<file path="config.mk">
export PLATFORM = sky130hd
export DESIGN_NAME = det_arbiter
export DESIGN_NICKNAME = d
export VERILOG_FILES = /design/src/rtl/det_pkg.sv /design/src/rtl/seq1101_det.sv /design/src/rtl/det_arbiter.sv
export SDC_FILE = /design/constraint.sdc
export NUM_CORES = 1
export LEC_CHECK = 0
export CORE_UTILIZATION = 50
export DETAILED_ROUTE_END_ITERATION = 16
export PLACE_DENSITY = 0.79
export SLEW_MARGIN = 40
export SYNTH_ARGS = -nofsm -noshare
export SYNTH_HDL_FRONTEND = slang
export SYNTH_SLANG_ARGS = --single-unit
</file>
<file path="constraint.sdc">
create_clock -name clk -period 2.1 [get_ports clk]
set_input_delay 0.525 -clock clk [delete_from_list [all_inputs] [get_ports clk]]
set_output_delay 0.525 -clock clk [all_outputs]
set_load 0.02 [all_outputs]
</file>
<file path="src/rtl/det_pkg.sv">
// Shared types and helpers for the round-robin "1101" detector arbiter.
`default_nettype none

package det_pkg;

  typedef enum logic [1:0] {IDLE, SHIFT, FLUSH, DONE} ctrl_state_t;
  typedef enum logic [1:0] {A, B, C, D} det_state_t;

  localparam logic [3:0] PATTERN = 4'b1101;

  // Overlapping detector walk: each state records the longest matched prefix of PATTERN.
  function automatic det_state_t det_next(input det_state_t s, input logic b);
    det_state_t n;
    n = A;
    case (s)
      A:       n = b ? B : A;
      B:       n = b ? C : A;
      C:       n = b ? C : D;
      D:       n = b ? B : A;
      default: n = A;
    endcase
    return n;
  endfunction

endpackage

`default_nettype wire

</file>
<file path="src/rtl/seq1101_det.sv">
// Serial overlapping "1101" detector with synchronous clear and registered match flag.
`default_nettype none

module seq1101_det
  import det_pkg::*;
(
  input  logic clk,
  input  logic n_rst,
  input  logic clr,
  input  logic i,
  output logic o
);

  det_state_t state_q, state_d;
  logic       o_q, o_d;

  always_comb begin
    state_d = det_next(state_q, i);
    o_d     = (state_q == D) && (i == PATTERN[0]);
    if (clr) begin
      state_d = A;
      o_d     = 1'b0;
    end
  end

  always_ff @(posedge clk or negedge n_rst) begin
    if (!n_rst) begin
      state_q <= A;
      o_q     <= 1'b0;
    end else begin
      state_q <= state_d;
      o_q     <= o_d;
    end
  end

  assign o = o_q;

endmodule

`default_nettype wire

</file>
<file path="src/rtl/det_arbiter.sv">
// Round-robin arbiter sharing one serial "1101" detector between two word requesters.
`default_nettype none

module det_arbiter
  import det_pkg::*;
#(
  parameter  int DATA_W = 8,
  localparam int CNT_W  = $clog2(DATA_W + 1)
) (
  input  logic              clk,
  input  logic              n_rst,
  input  logic [1:0]        req_valid,
  input  logic [DATA_W-1:0] req_data0,
  input  logic [DATA_W-1:0] req_data1,
  output logic [1:0]        req_ready,
  output logic              res_valid,
  output logic              res_id,
  output logic [CNT_W-1:0]  res_count,
  output logic              busy
);

  localparam int BCNT_W = $clog2(DATA_W);
  localparam logic [BCNT_W-1:0] FIRST_BIT = BCNT_W'(DATA_W - 1);

  ctrl_state_t       state_q, state_d;
  logic [DATA_W-1:0] sreg_q, sreg_d;
  logic [BCNT_W-1:0] bcnt_q, bcnt_d;
  logic [CNT_W-1:0]  cnt_q, cnt_d;
  logic              id_q, id_d;
  logic              last_q, last_d;

  logic       grant;
  logic [1:0] ready_d;
  logic       det_clr;
  logic       det_o;

  seq1101_det u_det (
    .clk   (clk),
    .n_rst (n_rst),
    .clr   (det_clr),
    .i     (sreg_q[DATA_W-1]),
    .o     (det_o)
  );

  always_comb begin
    state_d   = state_q;
    sreg_d    = sreg_q;
    bcnt_d    = bcnt_q;
    cnt_d     = cnt_q;
    id_d      = id_q;
    last_d    = last_q;
    grant     = 1'b0;
    ready_d   = 2'b00;
    det_clr   = 1'b0;
    res_valid = 1'b0;

    case (state_q)
      IDLE: begin
        if (|req_valid) begin
          // On a tie the requester not served last wins.
          grant   = (req_valid == 2'b11) ? ~last_q : req_valid[1];
          ready_d = 2'b01 << grant;
          sreg_d  = grant ? req_data1 : req_data0;
          id_d    = grant;
          last_d  = grant;
          cnt_d   = '0;
          bcnt_d  = FIRST_BIT;
          det_clr = 1'b1;
          state_d = SHIFT;
        end
      end
      SHIFT: begin
        sreg_d = sreg_q << 1;
        // Detector output in the first shift cycle still reflects the clear, not a word bit.
        if (bcnt_q != FIRST_BIT) cnt_d = cnt_q + CNT_W'(det_o);
        if (bcnt_q == '0) state_d = FLUSH;
        else              bcnt_d  = bcnt_q - 1'b1;
      end
      FLUSH: begin
        cnt_d   = cnt_q + CNT_W'(det_o);
        state_d = DONE;
      end
      DONE: begin
        res_valid = 1'b1;
        state_d   = IDLE;
      end
      default: state_d = IDLE;
    endcase
  end

  always_ff @(posedge clk or negedge n_rst) begin
    if (!n_rst) begin
      state_q <= IDLE;
      sreg_q  <= '0;
      bcnt_q  <= '0;
      cnt_q   <= '0;
      id_q    <= 1'b0;
      last_q  <= 1'b1;
    end else begin
      state_q <= state_d;
      sreg_q  <= sreg_d;
      bcnt_q  <= bcnt_d;
      cnt_q   <= cnt_d;
      id_q    <= id_d;
      last_q  <= last_d;
    end
  end

  // The Mealy grant must stay silent while reset holds the FSM in IDLE.
  assign req_ready = ready_d & {2{n_rst}};
  assign res_id    = id_q;
  assign res_count = cnt_q;
  assign busy      = (state_q != IDLE);

endmodule

`default_nettype wire

</file>
=== Word level (Yosys, flattened, before mapping) ===
Cells that the tools add are included.

* Output and inout port bits: 9
* Register bits: 22
* Word-level logic and storage cells: 63

* Shifts and indexed selects: 1
* Bitwise logic cells: 2
* Reduce and logical (&&, ||, !) cells: 14
* Eq/ne operators: 12
* Muxes and demuxes: 24
* Add/sub/neg operators: 2

{| class="wikitable"
|+ Operator list
! cell !! number
|-
| two-way mux 8 bit || 2
|-
| case mux 8 bit (2 select lines) || 1
|-
| two-way mux 2 bit || 6
|-
| case mux 4 bit (3 select lines) || 1
|-
| equality test 2 bit, second input constant || 5
|-
| two-way mux 4 bit || 2
|-
| != test 2 bit, second input constant || 4
|-
| case mux 2 bit (4 select lines) || 1
|-
| two-way mux 1 bit || 7
|-
| two-way mux 3 bit || 2
|-
| case mux 2 bit (3 select lines) || 1
|-
| case mux 3 bit (2 select lines) || 1
|-
| AND reduction 2 bit || 3
|-
| AND reduction 3 bit || 2
|-
| adder 4 x 1 -> 4 bit || 1
|-
| equality test 2 x 1 -> 1 bit, second input constant || 2
|-
| zero test 2 bit || 2
|-
| nonzero test 2 bit || 2
|-
| OR reduction 2 bit || 2
|-
| zero test 3 bit || 1
|-
| != test 3 bit, second input constant || 1
|-
| nonzero test 3 bit || 1
|-
| subtractor 3 x 1 -> 3 bit, second input constant || 1
|-
| bitwise AND 2 bit || 1
|-
| 3 further kinds || 3
|}

=== Logic depth before layout (Yosys ltp) ===
Gate-level depths: netlist of the first run.

* Depth after elaboration: 6
* Gate-level depth with buffers: 7

=== By module ===
From an unflattened synthesis of the first run, not the netlist that was laid out.

* Cell total of the unflattened synthesis: 134
* Area, all modules: 1392.6 µm²

{| class="wikitable"
|+ By module, submodules not included
! module !! seq. area each (µm²) !! area an instance (µm²) !! cells an instance !! times used
|-
| det_arbiter || 476.7 || 1237.4 || 120 || 1
|-
| seq1101_det || 75.1 || 155.1 || 14 || 1
|}

=== Worst setup path before layout of the first run ===
OpenSTA, ideal clock, no wires.

* Path type: register to output
* Start: register state_q[0]
* End: output port req_ready[0]
* Path slack: 0.325 ns
* Arrival time: 1.250 ns
* Data required time: 1.575 ns
* Cell stages (with the launch flop): 6
* Cells stage by stage: dfrtp_1 inv_1 ha_1 buf_2 nand3_1 a21oi_1

* Longest elaborated chain between the ends: 3

{| class="wikitable"
|+ RTL lines
! what !! RTL line !! text
|-
| start: declaration || det_arbiter.sv:25 || <nowiki>ctrl_state_t state_q, state_d;</nowiki>
|-
| start signal: assignment || det_arbiter.sv:100 || <nowiki>state_q <= state_d;</nowiki>
|-
| zero test 2 bit || det_arbiter.sv:57 || <nowiki>case (state_q)</nowiki>
|-
| two-way mux 2 bit || det_arbiter.sv:57 ||
|-
| bitwise AND 2 bit || det_arbiter.sv:110 || <nowiki>assign req_ready = ready_d & {2{n_rst}};</nowiki>
|-
| end: declaration || det_arbiter.sv:15 || <nowiki>output logic [1:0] req_ready,</nowiki>
|}

No other way between the ends.

=== Final worst setup path of the first run ===
* Start: input port req_valid[1]
* End: output port req_ready[1]

* Longest elaborated chain between the ends: 6
* Elaborated cells between the ends (all ways): 7
* Classes of those cells: eq/ne: 1; shift: 1; mux: 3; bitwise: 1; reduce/logical: 1

{| class="wikitable"
|+ RTL lines
! what !! RTL line !! text
|-
| start: declaration || det_arbiter.sv:12 || <nowiki>input logic [1:0] req_valid,</nowiki>
|-
| equality test 2 bit || det_arbiter.sv:61 || <nowiki>grant = (req_valid == 2'b11) ? ~last_q : req_valid[1];</nowiki>
|-
| two-way mux 1 bit || det_arbiter.sv:61 ||
|-
| << shifter 1 x 1 -> 2 bit || det_arbiter.sv:62 || <nowiki>ready_d = 2'b01 << grant;</nowiki>
|-
| two-way mux 2 bit * || det_arbiter.sv:59 || <nowiki>if (|req_valid) begin</nowiki>
|-
| two-way mux 2 bit * || det_arbiter.sv:57 ||
|-
| bitwise AND 2 bit * || det_arbiter.sv:110 ||
|}

Mark *: on every way between the ends. The rest lies on a longest branch, timed or not.

==> flow_metrics.py, run 1 <==
metrics = {
    "outcome": {
        "status": "completed",
    },
    "finish": {
        "nNetsFinal": 204,
        "seqCellArea_um2": 552,
        "fin_util": 0.697,
        "nFillCells": 203,
        "multiInputGateArea_um2": 724,
        "synthToLayoutAreaGrowth_pct": 30.6,
        "diodes": 0,
        "layout-drive-gt1-share": 0.159,
    },
    "synthesis": {
        "synthArstFlopShare": 1.00,
        "yosysSeqAreaShare": 0.413,
        "synth_top_cell_by_area": "dfrtp_1",
        "yosys-mux-area-fraction": 0.0909,
        "synth-simple-area-share": 0.139,
        "synth-edff-count": 0,
        "yosys-top-cells-area": "dfrtp_1 (39%), ha_1 (12%), mux2i_1 (8.2%)",
        "synth-xor-area-share": 0,
        "netlist_instances": 132,
        "synth_top_area_share": 0.394,
        "synth_compound_area_frac": 0.183,
        "syn_nets": 165,
        "synth_cell_type_count": 34,
        "syn_avg_cell_area_um2": 10.1,
        "yosys-top-cells-count": "dfrtp_1 (21), o21ai_0 (15), ha_1 (13)",
        "synth_fa_ha_area_frac": 0.122,
        "synth_most_common_cell": "dfrtp_1",
        "syn_area_um2": 1340,
        "synth-seq-cells": 22,
        "synth_top_family_by_area": "compound AO/OA/AOI/OAI gates",
        "synthFlopType": "dfrtp_1",
        "synth_warnings": 0,
    },
    "power_and_ir_drop": {
        "ir_drop_uv": 696,
        "seq_power_share": 0.344,
        "net-switching-power_w": 0.000860,
        "power.share.clock": 0.115,
        "pwr-share-comb": 0.540,
        "p_sw_frac": 0.412,
        "p_per_area_nw_per_um2": 1200,
        "internal_power_w": 0.00123,
        "finalPower_w": 0.00209,
        "p_leak_nw": 0.791,
    },
    "timing": {
        "fin_ws_ns": 0.0287,
        "skew_ns": 0.000853,
        "fin_tns_setup_ns": 0,
        "hold_viol": 0,
        "tightest_slew_ns": 0.536,
        "relSlewSlack": 0.642,
        "period_needed_ns": 2.07,
        "max_clock_freq_mhz": 483,
        "fin_crit_sh": 0.986,
        "setup-violations-final": 0,
        "finalMaxSlewViolations": 0,
        "whs_ns": 0.326,
    },
    "global_routing": {
        "grt-ovfl-total": 0,
        "antenna_found_initial": 0,
        "groute.usage.overall": 0.227,
        "grt_max_degree": 15,
        "grt_first_pass_wirelength_um": 4740,
        "grt_pass1_vias": 1150,
    },
    "worst_setup_path": {
        "rr_endpoint": "bcnt_q[2]",
        "r2r_cells": 6,
        "critPathLaunch": "req_valid[1]",
        "cp-start-kind": "input port",
        "path_class": "input port to output port",
        "cp.required_ns": 1.57,
        "r2r_start": "state_q[1]",
        "rrSetupSlack_ns": 0.34,
        "cp-end-kind": "output port",
        "cp_max_fo": 2,
        "cp.arrival_ns": 1.55,
    },
    "drt": {
        "vias": 1147,
        "wl_met3_um": 136,
        "wire_per_inst_um": 14.6,
        "route.detailed.drc": 0,
        "drt_wl_total_um": 2930,
        "dr_wl_met2_um": 1530,
        "top_layer_used": "met4",
        "antenna_left": 0,
        "via_per_inst": 5.74,
        "drtIter0Drc": 15,
        "wl_met1_um": 1230,
        "drt_pass1_iterations": 4,
    },
    "floorplanning": {
        "num_rows": 18,
        "initial_core_util": 0.534,
        "io-pin-count": 29,
        "fp.dieH_um": 53.7,
        "die_area_um2": 2880,
        "die_width_um": 53.7,
        "core-area_um2": 2500,
    },
    "cts": {
        "cts_buffer_depth": 2,
        "clk_pin_slew_ns": 0.13,
        "clk_latency_ns": 0.31,
        "holdBufCountCts": 0,
        "cts-root-buf": "clkbuf_4",
        "cts_tree": "yes",
        "cts_made_buffers": 3,
        "cts-htree-levels": 1,
        "clock-sinks": 22,
    },
    "placement": {
        "dp_hpwl_um": 2270,
        "numPortBuffers": 28,
        "routabilityCongestion": 0.801,
        "place_ws_ns": -0.449,
    },
    "run": {
        "maxCapViolCount": 0,
    },
    "worst_hold_path": {
        "hold_class": "input port to async pin",
    },
}
==> timing repair <==
item | 4_1_cts | 5_1_grt
gates resized for setup | 11 | 4
setup buffers | 0 | 1
cloned | 0 | 0
pin swaps | 0 | 0
endpoints found under the setup margin | 4 | 2
endpoints found under the hold margin | 0 | 0
==> critical path: stages <==
cell	delay [ns]
clkdlybuf4s50_1	0.48
a21boi_2	0.20
and3_4	0.21
buf_4	0.13
==> power by group through the flow <==
stage	Combinational (W)	Sequential, W	Clock (W)
final	0.00113	0.000718	0.000241
after global routing	0.00125	0.000733	0.000265
after CTS	0.00110	0.000717	0.000241
after detailed placement	0.00111	0.000725	0
after global placement	0.00106	0.000708	0
after floorplan	0.000719	0.000727	0
==> flip-flops by register name, summed over array words and instances, names as in the netlist <==
register and flops:
sreg_q 8, res_count 4, bcnt_q 3, state_q 2, u_det.state_q 2, last_q 1
res_id 1, u_det.o 1
==> per-layer routing <==
| metal | vias to the layer above | global-route usage |
|---|---|---|
| li1 | 551 | - |
| met1 | 550 | 0.246 |
| met2 | 42 | 0.438 |
| met3 | 4 | 0.0395 |
| met4 | 0 | 0.0702 |
| met5 | - | 0 |
==> through the flow <==
step / cell area, µm² / cells
detailed placement: 1700 / 195
global placement: 1700 / 195
global route: 1740 / 200
finish: 1740 / 200
CTS: 1730 / 199
floorplan: 1340 / 132
==> placed cells by master, fill, tap and decap left out, drive strengths merged, types with 9 or more instances in the layout <==
master	netlist	layout
nand3	10	10
mux2i	11	11
o211ai	9	9
o21ai	15	15
dfrtp	21	21
clkdlybuf4s50	0	23
buf	4	14
ha	13	13
inv	9	9
==> layout make-up <==
class,instances,share of cell area
Multi-Input combinational cell,95,0.416
Sequential cell,22,0.317
Timing Repair Buffer,40,0.206
Tap cell,30,0.0215
Clock buffer,4,0.0208
Inverter,9,0.0194
==> worst max-delay path by stage <==
stage | end | slack (ns)
after detailed placement | req_ready[1] | -0.45
after global placement | req_ready[1] | -0.43
after floorplan | req_ready[0] | 0.32
after global routing | req_ready[1] | -0.01
final | req_ready[1] | 0.03
after CTS | req_ready[1] | 0.02
==> logic make-up (layout without fill, tap and decap cells) <==
group	count (synthesis)	after routing
fa+ha+maj	13	13
mux	12	12
compound gates	38	38
buf+inv	15	53
flops	22	22
simple gates	32	32
Note: power is estimated with default switching activity, not from simulation.
==> inputs of run 2 (changes only) <==
--- a/config.mk
+++ b/config.mk
@@ -6,9 +6,10 @@
 export NUM_CORES = 1
 export LEC_CHECK = 0
 export CORE_UTILIZATION = 50
+export CTS_CLUSTER_DIAMETER = 80
 export DETAILED_ROUTE_END_ITERATION = 16
 export PLACE_DENSITY = 0.79
-export SLEW_MARGIN = 40
+export SLEW_MARGIN = 15
 export SYNTH_ARGS = -nofsm -noshare
 export SYNTH_HDL_FRONTEND = slang
 export SYNTH_SLANG_ARGS = --single-unit
==> results of run 2 <==
Same layout as run 1: the final DEF is identical, and so are final timing and power.
